<file path="src/rtl/segway_pkg.sv">
// Shared types and constants for the segway balance front end.
// Holds the integrator state encoding and the rate saturation helper.
package segway_pkg;

   typedef enum logic [0:0] {
      CAL = 1'b0,
      RUN = 1'b1
   } inert_state_t;

   localparam int ACC_SCALE  = 327;
   localparam int ACC_SHIFT  = 13;
   localparam int PTCH_INT_W = 27;

   function automatic logic [15:0] sat16(input logic signed [16:0] d);
      logic [15:0] r;
      if (d > 17'sd32767)
         r = 16'h7FFF;
      else if (d < -17'sd32768)
         r = 16'h8000;
      else
         r = d[15:0];
      return r;
   endfunction

endpackage

</file>
<file path="src/rtl/inertial_integrator_gyro_cal.sv">
// Gyro offset calibration: averages 2^LOG2N raw rate samples.
// Flags the completing sample so the top can move to RUN.
module gyro_cal
   import segway_pkg::*;
#(
   parameter int LOG2N = 4
) (
   input  logic        clk,
   input  logic        rst,
   input  logic        i_cal_en,
   input  logic        i_vld,
   input  logic        i_clr,
   input  logic [15:0] i_ptch_rt_raw,
   output logic [15:0] o_offset,
   output logic        o_cal_hit
);

   localparam int CW = LOG2N + 1;
   localparam logic [CW-1:0] LAST = CW'((2 ** LOG2N) - 1);

   logic [CW-1:0]      r_cnt;
   logic signed [23:0] r_acc;
   logic [15:0]        r_offset;

   logic               w_take;
   logic signed [23:0] w_sample;
   logic signed [23:0] w_sum;
   logic signed [23:0] w_avg;

   assign w_take    = i_cal_en & i_vld & ~i_clr;
   assign w_sample  = $signed({{8{i_ptch_rt_raw[15]}}, i_ptch_rt_raw});
   assign w_sum     = r_acc + w_sample;
   assign w_avg     = w_sum >>> LOG2N;
   assign o_cal_hit = w_take && (r_cnt == LAST);
   assign o_offset  = r_offset;

   // Offset is only rewritten on completion; a restart keeps the old one.
   always_ff @(posedge clk or posedge rst) begin
      if (rst) begin
         r_cnt    <= '0;
         r_acc    <= '0;
         r_offset <= '0;
      end else if (i_clr || o_cal_hit) begin
         r_cnt <= '0;
         r_acc <= '0;
         if (o_cal_hit)
            r_offset <= w_avg[15:0];
      end else if (w_take) begin
         r_cnt <= r_cnt + 1'b1;
         r_acc <= w_sum;
      end
   end

endmodule

</file>
<file path="src/rtl/inertial_integrator.sv">
// Pitch complementary filter: gyro integration plus accel fusion nudge.
// Two-stage pipeline behind a gyro offset calibration phase.
module inertial_integrator
   import segway_pkg::*;
#(
   parameter bit                 fast_sim  = 1'b1,
   parameter int                 CAL_LOG2  = 8,
   parameter int                 FUSION    = 1024,
   parameter logic signed [15:0] AZ_OFFSET = 16'sh00A0
) (
   input  logic        clk,
   input  logic        rst,
   input  logic        vld,
   input  logic [15:0] ptch_rt_raw,
   input  logic [15:0] AZ,
   input  logic        cal_req,
   output logic [15:0] ptch,
   output logic [15:0] ptch_rt,
   output logic        ptch_vld,
   output logic        cal_done
);

   localparam int LOG2N = fast_sim ? 4 : CAL_LOG2;
   localparam logic signed [PTCH_INT_W-1:0] FUS = PTCH_INT_W'(FUSION);
   localparam logic signed [16:0] AZ_OFF17 = {AZ_OFFSET[15], AZ_OFFSET};

   inert_state_t r_state;

   logic                         r_s1_vld;
   logic [15:0]                  r_rt_comp;
   logic [15:0]                  r_acc_ptch;
   logic signed [PTCH_INT_W-1:0] r_ptch_int;
   logic [15:0]                  r_ptch_rt;
   logic                         r_ptch_vld;

   logic                         w_run;
   logic                         w_cal_en;
   logic                         w_take;
   logic                         w_cal_hit;
   logic [15:0]                  w_offset;
   logic signed [16:0]           w_rt_diff;
   logic signed [16:0]           w_az_diff;
   logic signed [25:0]           w_prod;
   logic signed [25:0]           w_acc_sh;
   logic [15:0]                  w_ptch;
   logic signed [PTCH_INT_W-1:0] w_rt_ext;
   logic signed [PTCH_INT_W-1:0] w_fuse;
   logic signed [PTCH_INT_W-1:0] w_int_nxt;

   assign w_run    = (r_state == RUN);
   assign w_cal_en = (r_state == CAL);
   assign w_take   = w_run & vld & ~cal_req;

   gyro_cal #(
      .LOG2N(LOG2N)
   ) u_gyro_cal (
      .clk          (clk),
      .rst          (rst),
      .i_cal_en     (w_cal_en),
      .i_vld        (vld),
      .i_clr        (cal_req),
      .i_ptch_rt_raw(ptch_rt_raw),
      .o_offset     (w_offset),
      .o_cal_hit    (w_cal_hit)
   );

   always_ff @(posedge clk or posedge rst) begin
      if (rst)
         r_state <= CAL;
      else if (cal_req)
         r_state <= CAL;
      else if (w_cal_hit)
         r_state <= RUN;
   end

   assign w_rt_diff = $signed({ptch_rt_raw[15], ptch_rt_raw})
                    - $signed({w_offset[15], w_offset});
   assign w_az_diff = $signed({AZ[15], AZ}) - AZ_OFF17;
   assign w_prod    = w_az_diff * $signed(26'(ACC_SCALE));
   assign w_acc_sh  = w_prod >>> ACC_SHIFT;

   always_ff @(posedge clk or posedge rst) begin
      if (rst) begin
         r_s1_vld   <= 1'b0;
         r_rt_comp  <= '0;
         r_acc_ptch <= '0;
      end else begin
         r_s1_vld <= w_take;
         if (w_take) begin
            r_rt_comp  <= sat16(w_rt_diff);
            r_acc_ptch <= w_acc_sh[15:0];
         end
      end
   end

   assign w_ptch   = r_ptch_int[PTCH_INT_W-1:PTCH_INT_W-16];
   assign w_rt_ext = $signed({{(PTCH_INT_W-16){r_rt_comp[15]}}, r_rt_comp});
   // Fusion pulls the integrator toward the accel estimate by a fixed step.
   assign w_fuse   = ($signed(r_acc_ptch) > $signed(w_ptch)) ? FUS : -FUS;
   assign w_int_nxt = r_ptch_int - w_rt_ext + w_fuse;

   always_ff @(posedge clk or posedge rst) begin
      if (rst) begin
         r_ptch_int <= '0;
         r_ptch_rt  <= '0;
         r_ptch_vld <= 1'b0;
      end else if (cal_req) begin
         r_ptch_int <= '0;
         r_ptch_rt  <= '0;
         r_ptch_vld <= 1'b0;
      end else begin
         r_ptch_vld <= r_s1_vld;
         if (r_s1_vld) begin
            r_ptch_int <= w_int_nxt;
            r_ptch_rt  <= r_rt_comp;
         end
      end
   end

   assign ptch     = w_ptch;
   assign ptch_rt  = r_ptch_rt;
   assign ptch_vld = r_ptch_vld;
   assign cal_done = w_run;

endmodule

</file>
<file path="config.mk">
export PLATFORM = sky130hd
export DESIGN_NAME = inertial_integrator
export DESIGN_NICKNAME = d
export VERILOG_FILES = /design/src/rtl/segway_pkg.sv /design/src/rtl/inertial_integrator_gyro_cal.sv /design/src/rtl/inertial_integrator.sv
export SDC_FILE = /design/constraint.sdc
export NUM_CORES = 1
export LEC_CHECK = 0
export BUFFER_PORTS_ARGS = -buffer_cell sky130_fd_sc_hd__clkbuf_2
export CORE_AREA = 2 2 130 163
export CTS_CLUSTER_SIZE = 12
export DETAILED_ROUTE_END_ITERATION = 12
export DIE_AREA = 0 0 132 165
export PLACE_DENSITY = 0.72
export SLEW_MARGIN = 20
export SYNTH_ARGS = -nofsm -noshare
export SYNTH_HDL_FRONTEND = slang
export SYNTH_SLANG_ARGS = --single-unit
</file>
<file path="constraint.sdc">
create_clock -name clk -period 5.2 [get_ports clk]
set_clock_uncertainty 0.2 [all_clocks]
set_input_delay 1.04 -clock clk [delete_from_list [all_inputs] [get_ports clk]]
set_output_delay 1.04 -clock clk [all_outputs]
set_load 0.1 [all_outputs]
</file>
Word level (Yosys, flattened, before mapping)
Cells that the tools add are included.
{ "word_totals": {"reg_bits": 120, "inputBits": 36, "word_cells": 47} }
{ "classes": {"add_sub_neg": 6, "multipliers": 1, "n_lt_le_gt_ge": 3, "n_eq_ne": 1, "muxes": 14, "n_bitwise": 6, "reduce_logical": 6} }
{ "ops": {"columns": ["operator", "n"], "rows": [
  ["27-bit 2-to-1 mux", 3],
  ["16-bit 2-to-1 mux", 4],
  ["24-bit 2-to-1 mux", 2],
  ["27-bit adder", 1],
  ["27-bit by 16-bit subtractor with 27-bit output", 1],
  ["17-bit by 10-bit multiplier with 26-bit output, second input constant", 1],
  ["24-bit by 16-bit adder with 24-bit output", 1],
  ["17-bit by 16-bit greater-than comparator with 1-bit output, second input constant", 1],
  ["17-bit by 16-bit less-than comparator with 1-bit output, second input constant", 1],
  ["16-bit by 16-bit subtractor with 17-bit output", 1],
  ["16-bit by 9-bit subtractor with 17-bit output, second input constant", 1],
  ["13-bit by 16-bit greater-than comparator with 1-bit output", 1],
  ["5-bit 2-to-1 mux", 2],
  ["2-bit nonzero test", 3],
  ["5-bit by 1-bit adder with 5-bit output, second input constant", 1],
  ["5-bit by 4-bit equality test with 1-bit output, second input constant", 1],
  ["1-bit AND", 4],
  ["1-bit 2-to-1 mux", 3],
  ["1-bit inverter", 2],
  ["2-bit AND reduction", 1],
  ["1-bit logical AND", 1],
  ["1-bit logical OR", 1]
]} }

Longest topological paths before layout
Gate-level depths: netlist of the first run.
{ "depth": {"word_depth": 6, "mapped_depth": 23, "ltp_nobuf": 23} }

Modules after synthesis
From an unflattened synthesis of the first run, not the netlist that was laid out.
{ "unflattened": {"cells_unflattened": 1246, "area_unflattened_um2": 11477.3} }
{ "modules_own_cells": {"columns": ["mod", "instances", "cells_per_inst", "area_per_inst_um2"], "rows": [
  ["inertial_integrator", 1, 981, 8934.8],
  ["gyro_cal", 1, 265, 2542.4]
]} }

Worst setup path after synthesis of the first run
OpenSTA, ideal clock, no wires.
{ "synth_timing": {"path_kind": "input port to flip-flop", "start": "input AZ[5]", "end": "register, netlist name r_acc_ptch[12]", "setup_time_ns": 0.069, "arrival_ns": 7.162, "path_slack_ns": -2.231, "cell_stages": 19, "cell_sequence": "o21ai_0 > nand2_1 > nor2_1 > a21oi_1 > inv_1 > ha_1 > ha_1 > fa_1 > fa_1 > inv_1 > fa_1 > inv_1 > ha_1 > and3_1 > a211oi_2 > nor3_1 > o41a_1 > or4_1 > nand3_1"} }
{ "synth_between": {"elab_chain_len": 2} }
{ "synth_lines": {"columns": ["element", "line_no", "text"], "rows": [
  ["start: declaration", "inertial_integrator.sv:15", "input logic [15:0] AZ,"],
  ["16-bit by 9-bit subtractor with 17-bit output", "inertial_integrator.sv:78", "assign w_az_diff = $signed({AZ[15], AZ}) - AZ_OFF17;"],
  ["17-bit by 10-bit multiplier with 26-bit output", "inertial_integrator.sv:79", "assign w_prod = w_az_diff * $signed(26'(ACC_SCALE));"]
]} }
Every way passes these cells.
A chain may end at the register's enable or synchronous reset.

Worst setup path after layout of the first run
{ "layout_timing": {"start": "input AZ[6]", "end": "register, netlist name r_acc_ptch[12]"} }
{ "layout_between": {"elab_chain_len": 2} }
{ "layout_lines": {"columns": ["element", "line_no"], "rows": [
  ["16-bit by 9-bit subtractor with 17-bit output", "inertial_integrator.sv:78"],
  ["17-bit by 10-bit multiplier with 26-bit output", "inertial_integrator.sv:79"]
]} }
Every way passes these cells.

==> qor.csv, run 1 <==
metric,value,unit
CP Max Fanout,4,
type of the worst setup path,in2reg,
area grow syn2layout,23.62,%
unrepaired setup endpoints after global routing,true,
initial DRC count,398,
Clock Path Buffers,2,
Synth Flop Type,sky130_fd_sc_hd__dfrtp_1,
achievable frequency,0.1668,GHz
cell internal pwr,4.931,mW
mean post-synth cell area,9.340,sq um
switching part of the total,0.4301,
Synth Cell Area,0.01136,sq mm
Post-synth ARST share,1.000,
number of ports placed on the die boundary,70,
root buffer cell,sky130_fd_sc_hd__clkbuf_16,
routed wire length,26.11,mm
largest net degree at the start of global routing,52,
arrival time of the worst setup path,6150,ps
violations in the final reports,setup timing,
vias after detailed routing,9062,
Design Power,8.653,mW
Initial Util,0.5650,
simple-gate share of the synthesized area,0.1014,
n_diodes,0,
number of hold buffers added after CTS,0,
# H-tree levels,4,
Port Buffer Count,69,
fraction of final layout cells with drive strength greater than 1,0.2386,
routed wire length per instance,15.76,um
clock-pin slew of the registers on the worst-case setup and hold paths,50,ps
number of warning messages in the yosys log,0,
number of nets still failing antenna checks after routing,0,
total CTS buffers,17,
IR Drop Worst-Case VDD,569.9,uV
via count of the first global-routing pass,9156,
latest clock arrival within the worst-skew pair,420,ps
dominant cells by area after synthesis,"sky130_fd_sc_hd__dfrtp_1 (26%), sky130_fd_sc_hd__ha_1 (19%), sky130_fd_sc_hd__fa_1 (11%)",
worst setup margin,-796.4,ps
Die W,132,um
share of synthesized area occupied by flip-flops and latches,0.2556,
crit start category,input pin,
Crit path required time,5350,ps
Gate Count Post-Synth,1216,
"Hold Violations, Final",0,
leftover overflow at the end of global routing,0,
number of flops mapped to enable cells by yosys,0,
Final min period,5996,ps
post-detailed-route DRC marker count,0,
number of detailed-route iterations in the first pass,5,
overall die area,0.02178,sq mm
GRT Overall Usage,0.2380,
Max-cap violations,0,
standard-cell rows,58,
first-pass GRT wire length,42.11,mm
largest family of logic cells by synthesized area,adder cells,
CP endpoint kind,register,
power density of the placed cells,616.3,mW/mm^2
worst hold slack,285.5,ps
number of nets in the final layout,1646,
placer's final routability congestion estimate,0.8274,
Via density,5.469,
type of the worst min-delay path,reg2reg,
antenna violations before repair,0,
distinct cell type count of the synthesized netlist,60,
multiplexer area fraction after synthesis,0.03900,
adder-cell share of the synthesized area,0.3016,
"Period Utilization, post-route",1.153,
cell accounting for the most synthesized area,sky130_fd_sc_hd__dfrtp_1,
HPWL reported at the end of detailed placement,19.14,mm
XOR/XNOR Fraction of Synth Area,0.06169,
power share of the clock group,0.133,
fin. max-slew vios,0,
TritonCTS clock tree,yes,
Synthesized Nets,1488,
sequential power share,0.120,
number of sinks driven by the clock tree,116,
number of setup violations in the final report,12,
worst slew margin relative to its limit,0.5235,
height of the die,165,um
post-synthesis sequential element count,116,
worst slew pin tran,710.3,ps
Placeable Area,0.02010,sq mm
proportion of netlist area held by the largest area contributor,0.2556,
status,"complete, but fails checks",
Compound-Gate Fraction of Synth Area,0.1603,
switching power,3.722,mW
proportion of power drawn by combinational gates,0.747,
cell leakage power,7.009,nW
==> final cells by class <==
class / instances / area, sq um
well taps: 270 / 337.8
multi-input cells: 874 / 8249
fillers: 1490 / 6062
clock buffers: 23 / 467.9
clock inverters: 9 / 103.9
repair buffers: 180 / 1250
flip-flops and latches: 116 / 2905
inverters: 185 / 725.7
==> cells by family (layout without fill, tap and decap cells) <==
| logic type | Yosys count | in the layout |
|---|---|---|
| adder cells (fa/ha/maj) | 236 | 236 |
| AO/OA/AOI/OAI | 274 | 274 |
| flip-flops | 116 | 116 |
| buffers and inverters | 226 | 397 |
| multiplexers | 43 | 43 |
| XOR/XNOR | 80 | 80 |
| AND/OR/NAND/NOR | 241 | 241 |
==> cells in the mapped netlist, drive strengths merged (9+ instances only) <==
library cell / number
clkbuf: 20
nor2b: 11
xnor2: 54
dfrtp: 116
a211oi: 14
mux2: 10
buf: 21
o211ai: 9
fa: 63
o21ai: 68
a22o: 21
nand3: 15
nor3: 25
ha: 173
nor2: 82
nand2: 49
a21oi: 60
inv: 184
o21a: 13
a21o: 31
or3: 13
xor2: 26
mux2i: 33
o22ai: 15
and3: 12
==> what timing repair did <==
item                                   in CTS  in global routing
pin swaps                                  36                 29
resized for setup                          44                 53
endpoints found under the hold margin       0                  0
setup endpoints to repair                  13                 19
buffers inserted                            8                  9
==> per-layer routing <==
metal	track usage	vias to the layer above	share of wire
met5	0	-	0
met4	0.06966	0	0.024
met1	0.2983	4352	0.43
met3	0.03622	52	0.035
met2	0.4264	166	0.51
li1	-	4492	-
==> through the flow <==
step           TNS, ps  instances  utilization  cell area, sq um  setup slack, ps
2_1_floorplan    -5049       1216            -             11640           -973.9
3_3_place_gp    -10740       1612       0.6396             12860            -1300
3_5_place_dp    -12080       1612       0.6396             12860            -1420
4_1_cts          -3445       1651       0.6822             13710           -554.1
5_1_grt          -5956       1657       0.6984             14040           -946.0
6_report         -4139       1657       0.6984             14040           -796.4
==> flip-flops by register name, indices dropped and copies added (netlist names) <==
register,count
r_ptch_int,27
u_gyro_cal.r_acc,20
ptch_rt,16
r_rt_comp,16
u_gyro_cal.o_offset,16
r_acc_ptch,13
u_gyro_cal.r_cnt,5
cal_done,1
ptch_vld,1
r_s1_vld,1
==> power by group through the flow <==
stage	clock [mW]	combinational, mW	sequential [mW]
after floorplan	0	4.05	1.04
after global placement	0	5.40	1.05
after detailed placement	0	5.53	1.06
after CTS	1.16	5.91	1.04
after global routing	1.20	7.14	1.05
final	1.15	6.46	1.04
==> cells in the final DEF, fill, tap and decap left out, types with 20 or more instances in the layout <==
| cell type | netlist | routed |
|---|---|---|
| sky130_fd_sc_hd__a21oi_1 | 60 | 55 |
| sky130_fd_sc_hd__nor2_1 | 82 | 79 |
| sky130_fd_sc_hd__fa_1 | 63 | 58 |
| sky130_fd_sc_hd__mux2i_1 | 33 | 33 |
| sky130_fd_sc_hd__nor3_1 | 25 | 20 |
| sky130_fd_sc_hd__dfrtp_1 | 116 | 114 |
| sky130_fd_sc_hd__ha_1 | 173 | 150 |
| sky130_fd_sc_hd__xor2_1 | 26 | 23 |
| sky130_fd_sc_hd__clkbuf_2 | 0 | 67 |
| sky130_fd_sc_hd__o21ai_0 | 65 | 53 |
| sky130_fd_sc_hd__inv_1 | 184 | 171 |
| sky130_fd_sc_hd__xnor2_1 | 54 | 44 |
| sky130_fd_sc_hd__a21o_1 | 31 | 31 |
| sky130_fd_sc_hd__a22o_1 | 21 | 21 |
| sky130_fd_sc_hd__buf_4 | 16 | 105 |
| sky130_fd_sc_hd__nand2_1 | 49 | 45 |
==> worst max-delay path: stages <==
cell,delay (ps)
sky130_fd_sc_hd__clkbuf_16,140
sky130_fd_sc_hd__inv_12,50
sky130_fd_sc_hd__ha_4,140
sky130_fd_sc_hd__nor2b_4,50
sky130_fd_sc_hd__nor4_4,340
sky130_fd_sc_hd__nand2_2,150
sky130_fd_sc_hd__xnor2_4,280
sky130_fd_sc_hd__ha_4,250
sky130_fd_sc_hd__ha_4,260
sky130_fd_sc_hd__inv_2,30
sky130_fd_sc_hd__fa_1,520
sky130_fd_sc_hd__fa_1,440
sky130_fd_sc_hd__fa_1,500
sky130_fd_sc_hd__inv_2,50
sky130_fd_sc_hd__ha_4,220
sky130_fd_sc_hd__a21oi_2,160
sky130_fd_sc_hd__o21ai_2,90
sky130_fd_sc_hd__nand3_1,80
sky130_fd_sc_hd__nand2_2,90
sky130_fd_sc_hd__a211oi_4,210
sky130_fd_sc_hd__nor3_2,90
sky130_fd_sc_hd__o41a_1,400
sky130_fd_sc_hd__or4_4,490
sky130_fd_sc_hd__nand3_2,80
==> worst paths after layout <==
| kind | startpoint | endpoint | slack [ps] | cells after the start |
|---|---|---|---|---|
| setup / recovery | AZ[6] | r_acc_ptch[12] | -800 | 24 |
| setup reg to reg | r_acc_ptch[12] | r_ptch_int[24] | 160 | 18 |
| min in group asynchronous | rst | u_gyro_cal.r_acc[17] | 520 | 2 |
| hold / removal | r_acc_ptch[1] | r_acc_ptch[1] | 290 | 2 |
| max in group asynchronous | rst | r_ptch_int[1] | 3360 | 3 |
| hold reg to reg | r_acc_ptch[1] | r_acc_ptch[1] | 290 | 2 |
(Power assumes the default switching activity.)
==> inputs of run 2 (changes only) <==
- ABC_AREA: not set -> 1
- CORE_AREA: 2 2 130 163 -> 2 2 135 169
- DIE_AREA: 0 0 132 165 -> 0 0 137 171
- PLACE_DENSITY: 0.72 -> 0.77
- clock period: 5.2 -> 5.1 ns (I/O delays scaled with it)
==> qor.csv, run 2 <==
metric,value,unit,change
status,"complete, but fails checks",,unchanged
violations in the final reports,setup timing,,unchanged
Clock Path Buffers,2,,unchanged
worst slew pin tran,749.1,ps,was 710.3 ps
vias after detailed routing,11460,,was 9062
TritonCTS clock tree,yes,,unchanged
cell area after placement,0.01380,sq mm,was 0.01286 sq mm
CP endpoint kind,register,,unchanged
largest net degree at the start of global routing,49,,was 52
total CTS buffers,17,,unchanged
Gate Count Post-Synth,1621,,was 1216
GRT Overall Usage,0.2761,,was 0.2380
root buffer cell,sky130_fd_sc_hd__clkbuf_16,,unchanged
number of nets in the final layout,2062,,was 1646
Die W,137,um,was 132 um
grt met2 use,0.4886,,was 0.4264
initial DRC count,587,,was 398
global routing usage on met1,0.3422,,was 0.2983
Reg-to-Reg End,r_ptch_int[24],,unchanged
Reg area,0.002903,sq mm,was 0.002905 sq mm
Placeable Area,0.02198,sq mm,was 0.02010 sq mm
dominant cells by area after synthesis,"sky130_fd_sc_hd__dfrtp_1 (24%), sky130_fd_sc_hd__ha_1 (18%), sky130_fd_sc_hd__fa_1 (10%)",,"was sky130_fd_sc_hd__dfrtp_1 (26%), sky130_fd_sc_hd__ha_1 (19%), sky130_fd_sc_hd__fa_1 (11%)"
proportion of netlist area held by the largest area contributor,0.2368,,was 0.2556
fraction of final layout cells with drive strength greater than 1,0.2064,,was 0.2386
Initial Util,0.5578,,was 0.5650
critical path launch point,AZ[5],,was AZ[6]
Post-synth ARST share,1.000,,unchanged
count of buffering cells on the critical path with inverters included,9,,was 4
post-detailed-route DRC marker count,0,,unchanged
Final Instance Count excl. Fillers,2085,,was 1657
area grow syn2layout,22.77,%,was 23.62%
routed wire length per instance,15.86,um,was 15.76 um
distinct cell type count of the synthesized netlist,46,,was 60
Synth Flop Type,sky130_fd_sc_hd__dfrtp_1,,unchanged
first-pass GRT wire length,52.00,mm,was 42.11 mm
share of synthesized area occupied by flip-flops and latches,0.2368,,was 0.2556
standard-cell rows,61,,was 58
arrival time of the worst setup path,5750,ps,was 6150 ps
global-route layer with the greatest usage,met2,,unchanged
overall die area,0.02343,sq mm,was 0.02178 sq mm
# H-tree levels,4,,unchanged
fill cell instance count of the final layout,1760,,was 1490
slowest library cell on the worst path,sky130_fd_sc_hd__fa_1,,unchanged
worst hold slack,288.6,ps,was 285.5 ps
type of the worst setup path,in2reg,,unchanged
Via density,5.498,,was 5.469
number of sinks driven by the clock tree,116,,unchanged
height of the die,171,um,was 165 um
Max-cap violations,0,,unchanged
most frequent standard cell in the layout excluding fill and tap cells,sky130_fd_sc_hd__nand2_1,,was sky130_fd_sc_hd__inv_1
"Period Utilization, post-route",1.109,,
Synth Cell Area,0.01226,sq mm,was 0.01136 sq mm
Final min period,5657,ps,
"commonest cells after routing, fill and taps aside","sky130_fd_sc_hd__nand2_1 (304), sky130_fd_sc_hd__inv_1 (275), sky130_fd_sc_hd__ha_1 (152), sky130_fd_sc_hd__nor2_1 (116), sky130_fd_sc_hd__dfrtp_1 (116)",,"was sky130_fd_sc_hd__inv_1 (171), sky130_fd_sc_hd__ha_1 (150), sky130_fd_sc_hd__dfrtp_1 (114), sky130_fd_sc_hd__buf_4 (105), sky130_fd_sc_hd__nor2_1 (79)"
placer's final routability congestion estimate,0.9757,,was 0.8274
most used standard cell by instance count after synthesis,sky130_fd_sc_hd__nand2_1,,was sky130_fd_sc_hd__inv_1
cells on worst reg2reg path,16,,was 18
family of cells with the greatest summed delay on the critical path,adder cells,,unchanged
number of warning messages in the yosys log,0,,unchanged
Design Power,9.725,mW,was 8.653 mW
number of flip-flops in the largest register,27,,unchanged
source of the worst register-to-register timing path,r_ptch_int[26],,was r_acc_ptch[12]
power density of the placed cells,646.1,mW/mm^2,was 616.3 mW/mm^2
mean post-synth cell area,7.564,sq um,was 9.340 sq um
Synthesized Nets,1893,,was 1488
"slowest stage delay, CP",530,ps,was 520 ps
met3 Usage GRT,0.03644,,was 0.03622
CP Max Fanout,4,,unchanged
HPWL reported at the end of detailed placement,24.72,mm,was 19.14 mm
largest reg by FF count,r_ptch_int,,unchanged
number of ports placed on the die boundary,70,,unchanged
latest clock arrival within the worst-skew pair,430,ps,was 420 ps
cell accounting for the most synthesized area,sky130_fd_sc_hd__dfrtp_1,,unchanged
unrepaired setup endpoints after global routing,true,,unchanged
IR Drop Worst-Case VDD,467.0,uV,was 569.9 uV
achievable frequency,0.1768,GHz,
number of nets still failing antenna checks after routing,0,,unchanged
leftover overflow at the end of global routing,0,,unchanged
register-to-register path setup slack,650,ps,was 160 ps
cell leakage power,7.880,nW,was 7.009 nW
fin. max-slew vios,0,,unchanged
number of setup violations in the final report,13,,was 12
largest registers ranked by flip-flop count,"r_ptch_int (27), u_gyro_cal.r_acc (20)",,unchanged
worst slew margin relative to its limit,0.5001,,was 0.5235
type of the worst min-delay path,reg2reg,,unchanged
antenna violations before repair,0,,unchanged
routed wire length,33.07,mm,was 26.11 mm
post-layout instance area,0.01505,sq mm,was 0.01404 sq mm
worst setup margin,-557.1,ps,was -796.4 ps
Port Buffer Count,69,,unchanged
clock-pin slew of the registers on the worst-case setup and hold paths,60,ps,was 50 ps
ranking of synthesized cells by instance count,"sky130_fd_sc_hd__nand2_1 (323), sky130_fd_sc_hd__inv_1 (294), sky130_fd_sc_hd__ha_1 (173)",,"was sky130_fd_sc_hd__inv_1 (184), sky130_fd_sc_hd__ha_1 (173), sky130_fd_sc_hd__dfrtp_1 (116)"
Placed Cells incl. Taps,2035,,was 1612
n_diodes,0,,unchanged
crit start category,input pin,,unchanged
worst setup path endpoint,r_acc_ptch[6],,was r_acc_ptch[12]
number of detailed-route iterations in the first pass,5,,unchanged
number of cells on the worst hold path,2,,unchanged
via count of the first global-routing pass,11270,,was 9156
Crit path required time,5190,ps,was 5350 ps
post-synthesis sequential element count,116,,unchanged
number of flops mapped to enable cells by yosys,0,,unchanged
area used by multi-input combinational logic,0.008786,sq mm,was 0.008249 sq mm
Crit. path cell count,30,,was 24
"Hold Violations, Final",0,,unchanged
-- run 2: metrics by stage --
stage / TNS (ps) / setup WS (ps) / utilization
after floorplan: -4345 / -446.0 / -
after global placement: -8999 / -785.1 / 0.6277
after detailed placement: -10600 / -953.5 / 0.6277
after CTS: -2207 / -280.6 / 0.6683
after global routing: -7419 / -705.0 / 0.6848
final: -5539 / -557.1 / 0.6848
-- run 2: cells by family after synthesis --
| logic type | synth area share |
|---|---|
| XOR/XNOR | 0.03490 |
| adder cells (fa/ha/maj) | 0.2794 |
| AO/OA/AOI/OAI | 0.1413 |
| AND/OR/NAND/NOR | 0.1997 |
| buffers and inverters | 0.1079 |
| flip-flops | 0.2368 |
-- run 2: worst min-delay path by stage --
stage                            startpoint                 endpoint  slack, ps
global placement              r_ptch_int[9]            r_ptch_int[9]        270
detailed placement  u_gyro_cal.o_offset[15]  u_gyro_cal.o_offset[15]        270
global route                  r_ptch_int[4]            r_ptch_int[4]        310
finish                  u_gyro_cal.r_acc[9]      u_gyro_cal.r_acc[9]        290
floorplan           u_gyro_cal.o_offset[15]  u_gyro_cal.o_offset[15]        250
CTS                 u_gyro_cal.o_offset[13]  u_gyro_cal.o_offset[13]        290
-- run 2: per-layer routing --
layer,share of wire,vias up
met2,0.51,319
met5,0,-
met4,0.036,0
met1,0.41,5461
met3,0.040,95
li1,-,5589
-- run 2: timing repair --
action / 4_1_cts / 5_1_grt
pin swaps: 31 / 49
hold buffers: 0 / 0
gates cloned: 0 / 0
endpoints found under the setup margin: 13 / 13
resized for setup: 46 / 62
buffers inserted: 10 / 9
-- run 2: layout make-up --
type	count	area share
Sequential cell	116	0.1929
Tap cell	283	0.02352
Multi-Input combinational cell	1175	0.5837
Clock buffer	18	0.02918
Clock inverter	13	0.01155
Timing Repair Buffer	186	0.08412
Inverter	294	0.07506
-- run 2: where the power goes --
part	internal [mW]	switching [mW]	leakage [nW]	total, mW
Combinational	3.02	4.37	6.08	7.40
Sequential	1.01	0.0640	1.51	1.07
Clock	0.785	0.470	0.290	1.25
Total	4.82	4.91	7.88	9.72
-- run 2: worst reg2reg max path: stages (launching register included) --
cell and delay, ps:
sky130_fd_sc_hd__dfrtp_1 450, sky130_fd_sc_hd__inv_1 70, sky130_fd_sc_hd__ha_1 380, sky130_fd_sc_hd__a21oi_1 160
sky130_fd_sc_hd__o21ai_0 90, sky130_fd_sc_hd__nor2_1 220, sky130_fd_sc_hd__nand3_1 140, sky130_fd_sc_hd__nand3_1 210
sky130_fd_sc_hd__buf_4 310, sky130_fd_sc_hd__fa_1 480, sky130_fd_sc_hd__ha_1 390, sky130_fd_sc_hd__a21oi_1 260
sky130_fd_sc_hd__o21ai_0 170, sky130_fd_sc_hd__a211oi_1 280, sky130_fd_sc_hd__nand3_1 150, sky130_fd_sc_hd__o21ai_0 250
sky130_fd_sc_hd__o21ai_0 120
==> inputs of run 3 (changes only) <==
- ABC_AREA: 1 -> not set
- CORE_AREA: 2 2 135 169 -> 2 2 130 163
- DIE_AREA: 0 0 137 171 -> 0 0 132 165
==> qor.csv, run 3 (synthesis results as in run 1) <==
metric,value,unit,change
status,"complete, but fails checks",,unchanged
violations in the final reports,setup timing,,unchanged
area grow syn2layout,23.32,%,was 22.77%
type of the worst min-delay path,reg2reg,,unchanged
unrepaired setup endpoints after global routing,true,,unchanged
largest registers ranked by flip-flop count,"r_ptch_int (27), u_gyro_cal.r_acc (20)",,unchanged
Met3 Wirelength,906,um,was 1.339 mm
Most Frequent Cell on Critical Path,sky130_fd_sc_hd__fa_1,,
Port Buffer Count,69,,unchanged
sequential power share,0.119,,was 0.110
Crit path required time,5250,ps,was 5190 ps
type of the worst setup path,in2reg,,unchanged
achievable frequency,0.1678,GHz,was 0.1768 GHz
register-to-register path setup slack,190,ps,was 650 ps
largest net degree at the start of global routing,67,,was 49
arrival time of the worst setup path,6110,ps,was 5750 ps
count of buffering cells on the critical path with inverters included,5,,was 9
GRT Overall Usage,0.2452,,was 0.2761
CP Max Fanout,3,,was 4
vias after detailed routing,9303,,was 11460
critical path launch point,AZ[5],,unchanged
cell area after placement,0.01278,sq mm,was 0.01380 sq mm
Initial Util,0.5650,,was 0.5578
cell internal pwr,5.087,mW,was 4.817 mW
"commonest cells after routing, fill and taps aside","sky130_fd_sc_hd__inv_1 (166), sky130_fd_sc_hd__ha_1 (152), sky130_fd_sc_hd__dfrtp_1 (115), sky130_fd_sc_hd__buf_4 (98), sky130_fd_sc_hd__nor2_1 (79)",,"was sky130_fd_sc_hd__nand2_1 (304), sky130_fd_sc_hd__inv_1 (275), sky130_fd_sc_hd__ha_1 (152), sky130_fd_sc_hd__nor2_1 (116), sky130_fd_sc_hd__dfrtp_1 (116)"
placer's final routability congestion estimate,0.8526,,was 0.9757
post-layout instance area,0.01401,sq mm,was 0.01505 sq mm
worst slew pin tran,807.2,ps,was 749.1 ps
overall die area,0.02178,sq mm,was 0.02343 sq mm
Highest Signal Layer,met4,,unchanged
CP endpoint kind,register,,unchanged
"Period Utilization, post-route",1.169,,was 1.109
worst setup margin,-859.9,ps,was -557.1 ps
leftover overflow at the end of global routing,0,,unchanged
switching power,3.859,mW,was 4.908 mW
most frequent standard cell in the layout excluding fill and tap cells,sky130_fd_sc_hd__inv_1,,was sky130_fd_sc_hd__nand2_1
number of sinks driven by the clock tree,116,,unchanged
number of nets in the final layout,1641,,was 2062
power share of the clock group,0.141,,was 0.129
# H-tree levels,4,,unchanged
Placeable Area,0.02010,sq mm,was 0.02198 sq mm
IR Drop Worst-Case VDD,461.9,uV,was 467.0 uV
crit start category,input pin,,unchanged
Design Power,8.946,mW,was 9.725 mW
Max-cap violations,0,,unchanged
cell leakage power,6.992,nW,was 7.880 nW
fraction of final layout cells with drive strength greater than 1,0.2319,,was 0.2064
largest reg by FF count,r_ptch_int,,unchanged
number of nets still failing antenna checks after routing,0,,unchanged
Clock Path Buffers,2,,unchanged
latest clock arrival within the worst-skew pair,420,ps,was 430 ps
standard-cell rows,58,,was 61
routed wire length per instance,16.37,um,was 15.86 um
root buffer cell,sky130_fd_sc_hd__clkbuf_16,,unchanged
clock-pin slew of the registers on the worst-case setup and hold paths,50,ps,was 60 ps
height of the die,165,um,was 171 um
source of the worst register-to-register timing path,r_ptch_int[12],,was r_ptch_int[26]
worst slew margin relative to its limit,0.4618,,was 0.5001
number of detailed-route iterations in the first pass,5,,unchanged
Die W,132,um,was 137 um
HPWL reported at the end of detailed placement,19.31,mm,was 24.72 mm
TritonCTS clock tree,yes,,unchanged
"slowest stage delay, CP",540,ps,was 530 ps
n_diodes,0,,unchanged
number of ports placed on the die boundary,70,,unchanged
slowest library cell on the worst path,sky130_fd_sc_hd__fa_1,,unchanged
Final min period,5960,ps,was 5657 ps
Met1 Wirelength,11.26,mm,was 13.60 mm
sum of negative setup slack,-6654,ps,was -5539 ps
fill cell instance count of the final layout,1456,,was 1760
total CTS buffers,17,,unchanged
first-pass GRT wire length,43.50,mm,was 52.00 mm
via count of the first global-routing pass,9429,,was 11270
worst hold slack,294.7,ps,was 288.6 ps
fin. max-slew vios,0,,unchanged
switching part of the total,0.4314,,was 0.5047
Met2 Wirelength,14.32,mm,was 16.94 mm
Via density,5.638,,was 5.498
initial DRC count,585,,was 587
antenna violations before repair,0,,unchanged
proportion of power drawn by combinational gates,0.740,,was 0.761
number of setup violations in the final report,13,,unchanged
power density of the placed cells,638.7,mW/mm^2,was 646.1 mW/mm^2
number of flip-flops in the largest register,27,,unchanged
cell-by-cell listing of the critical path,clkbuf_16 -> buf_12 -> o21ai_4 -> nand2_4 -> nor3_4 -> xnor2_2 -> buf_12 -> xnor2_4 -> ha_4 -> fa_1 -> fa_1 -> inv_2 -> fa_1 -> inv_1 -> ha_4 -> a21oi_4 -> o21ai_2 -> nand3_1 -> nand2_2 -> a211oi_4 -> nor3_4 -> o41a_1 -> or4_1 -> nand3_1,,
post-detailed-route DRC marker count,0,,unchanged
family of cells with the greatest summed delay on the critical path,adder cells,,unchanged
"Hold Violations, Final",0,,unchanged
worst setup slack after placement,-1448,ps,was -953.5 ps
launch instance of the worst min-delay path,u_gyro_cal.r_acc[18],,was u_gyro_cal.r_acc[9]
routed wire length,27.02,mm,was 33.07 mm
-- run 3: cell count changes in the layout (fill, tap and decap cells not counted), sizes merged, moves of 22 or more --
cell	delta
a21oi	-56
a21o	+22
nand3	-60
o21ai	-49
nor2	-50
inv	-113
mux2i	+33
nand2	-278
xnor2	+46
-- run 3: layout make-up --
| class | count | area [sq um] | area share |
|---|---|---|---|
| tap | 270 | 337.8 | 0.02412 |
| timing repair buffer | 175 | 1229 | 0.08773 |
| clock inverter | 10 | 156.4 | 0.01117 |
| sequential | 116 | 2904 | 0.2073 |
| multi-input combinational | 874 | 8194 | 0.5850 |
| clock buffer | 20 | 456.7 | 0.03261 |
| inverter | 185 | 728.2 | 0.05199 |
-- run 3: tightest hold or removal path, delay by kind of cell, from the launching register on --
family / cells / cell delay (ps)
flops: 1 / 340
compound gates: 1 / 70
simple gates: 1 / 50
-- run 3: what timing repair did --
item | in CTS | in global routing
hold buffers | 0 | 0
gates cloned | 0 | 0
setup buffers | 14 | 8
gates resized for setup | 55 | 35
pin swaps | 56 | 40
setup endpoints to repair | 13 | 15
-- run 3: routing by layer --
metal	vias to the layer above	track usage
li1	4479	-
met1	4595	0.2955
met2	186	0.4543
met3	43	0.04174
met4	0	0.06324
met5	-	0
-- run 3: worst paths after layout --
check,cells past startpoint,endpoint
setup / recovery,24,r_acc_ptch[12]
hold / removal,2,u_gyro_cal.r_acc[18]
setup reg to reg,19,r_ptch_int[26]
hold reg to reg,2,u_gyro_cal.r_acc[18]
max in group asynchronous,3,ptch_rt[14]
min in group asynchronous,2,u_gyro_cal.r_acc[17]
-- run 3: stage by stage --
stage,std cells,utilization
4_1_cts,1645,0.6865
3_3_place_gp,1603,0.6356
5_1_grt,1650,0.6968
2_1_floorplan,1216,-
6_report,1650,0.6968
3_5_place_dp,1603,0.6356
-- run 3: power by group through the flow --
stage	Clock, mW	Sequential [mW]	Combinational, mW
2_1_floorplan	0	1.06	4.13
6_report	1.26	1.07	6.62
4_1_cts	1.27	1.06	6.04
5_1_grt	1.32	1.08	7.29
3_5_place_dp	0	1.08	5.49
3_3_place_gp	0	1.07	5.33
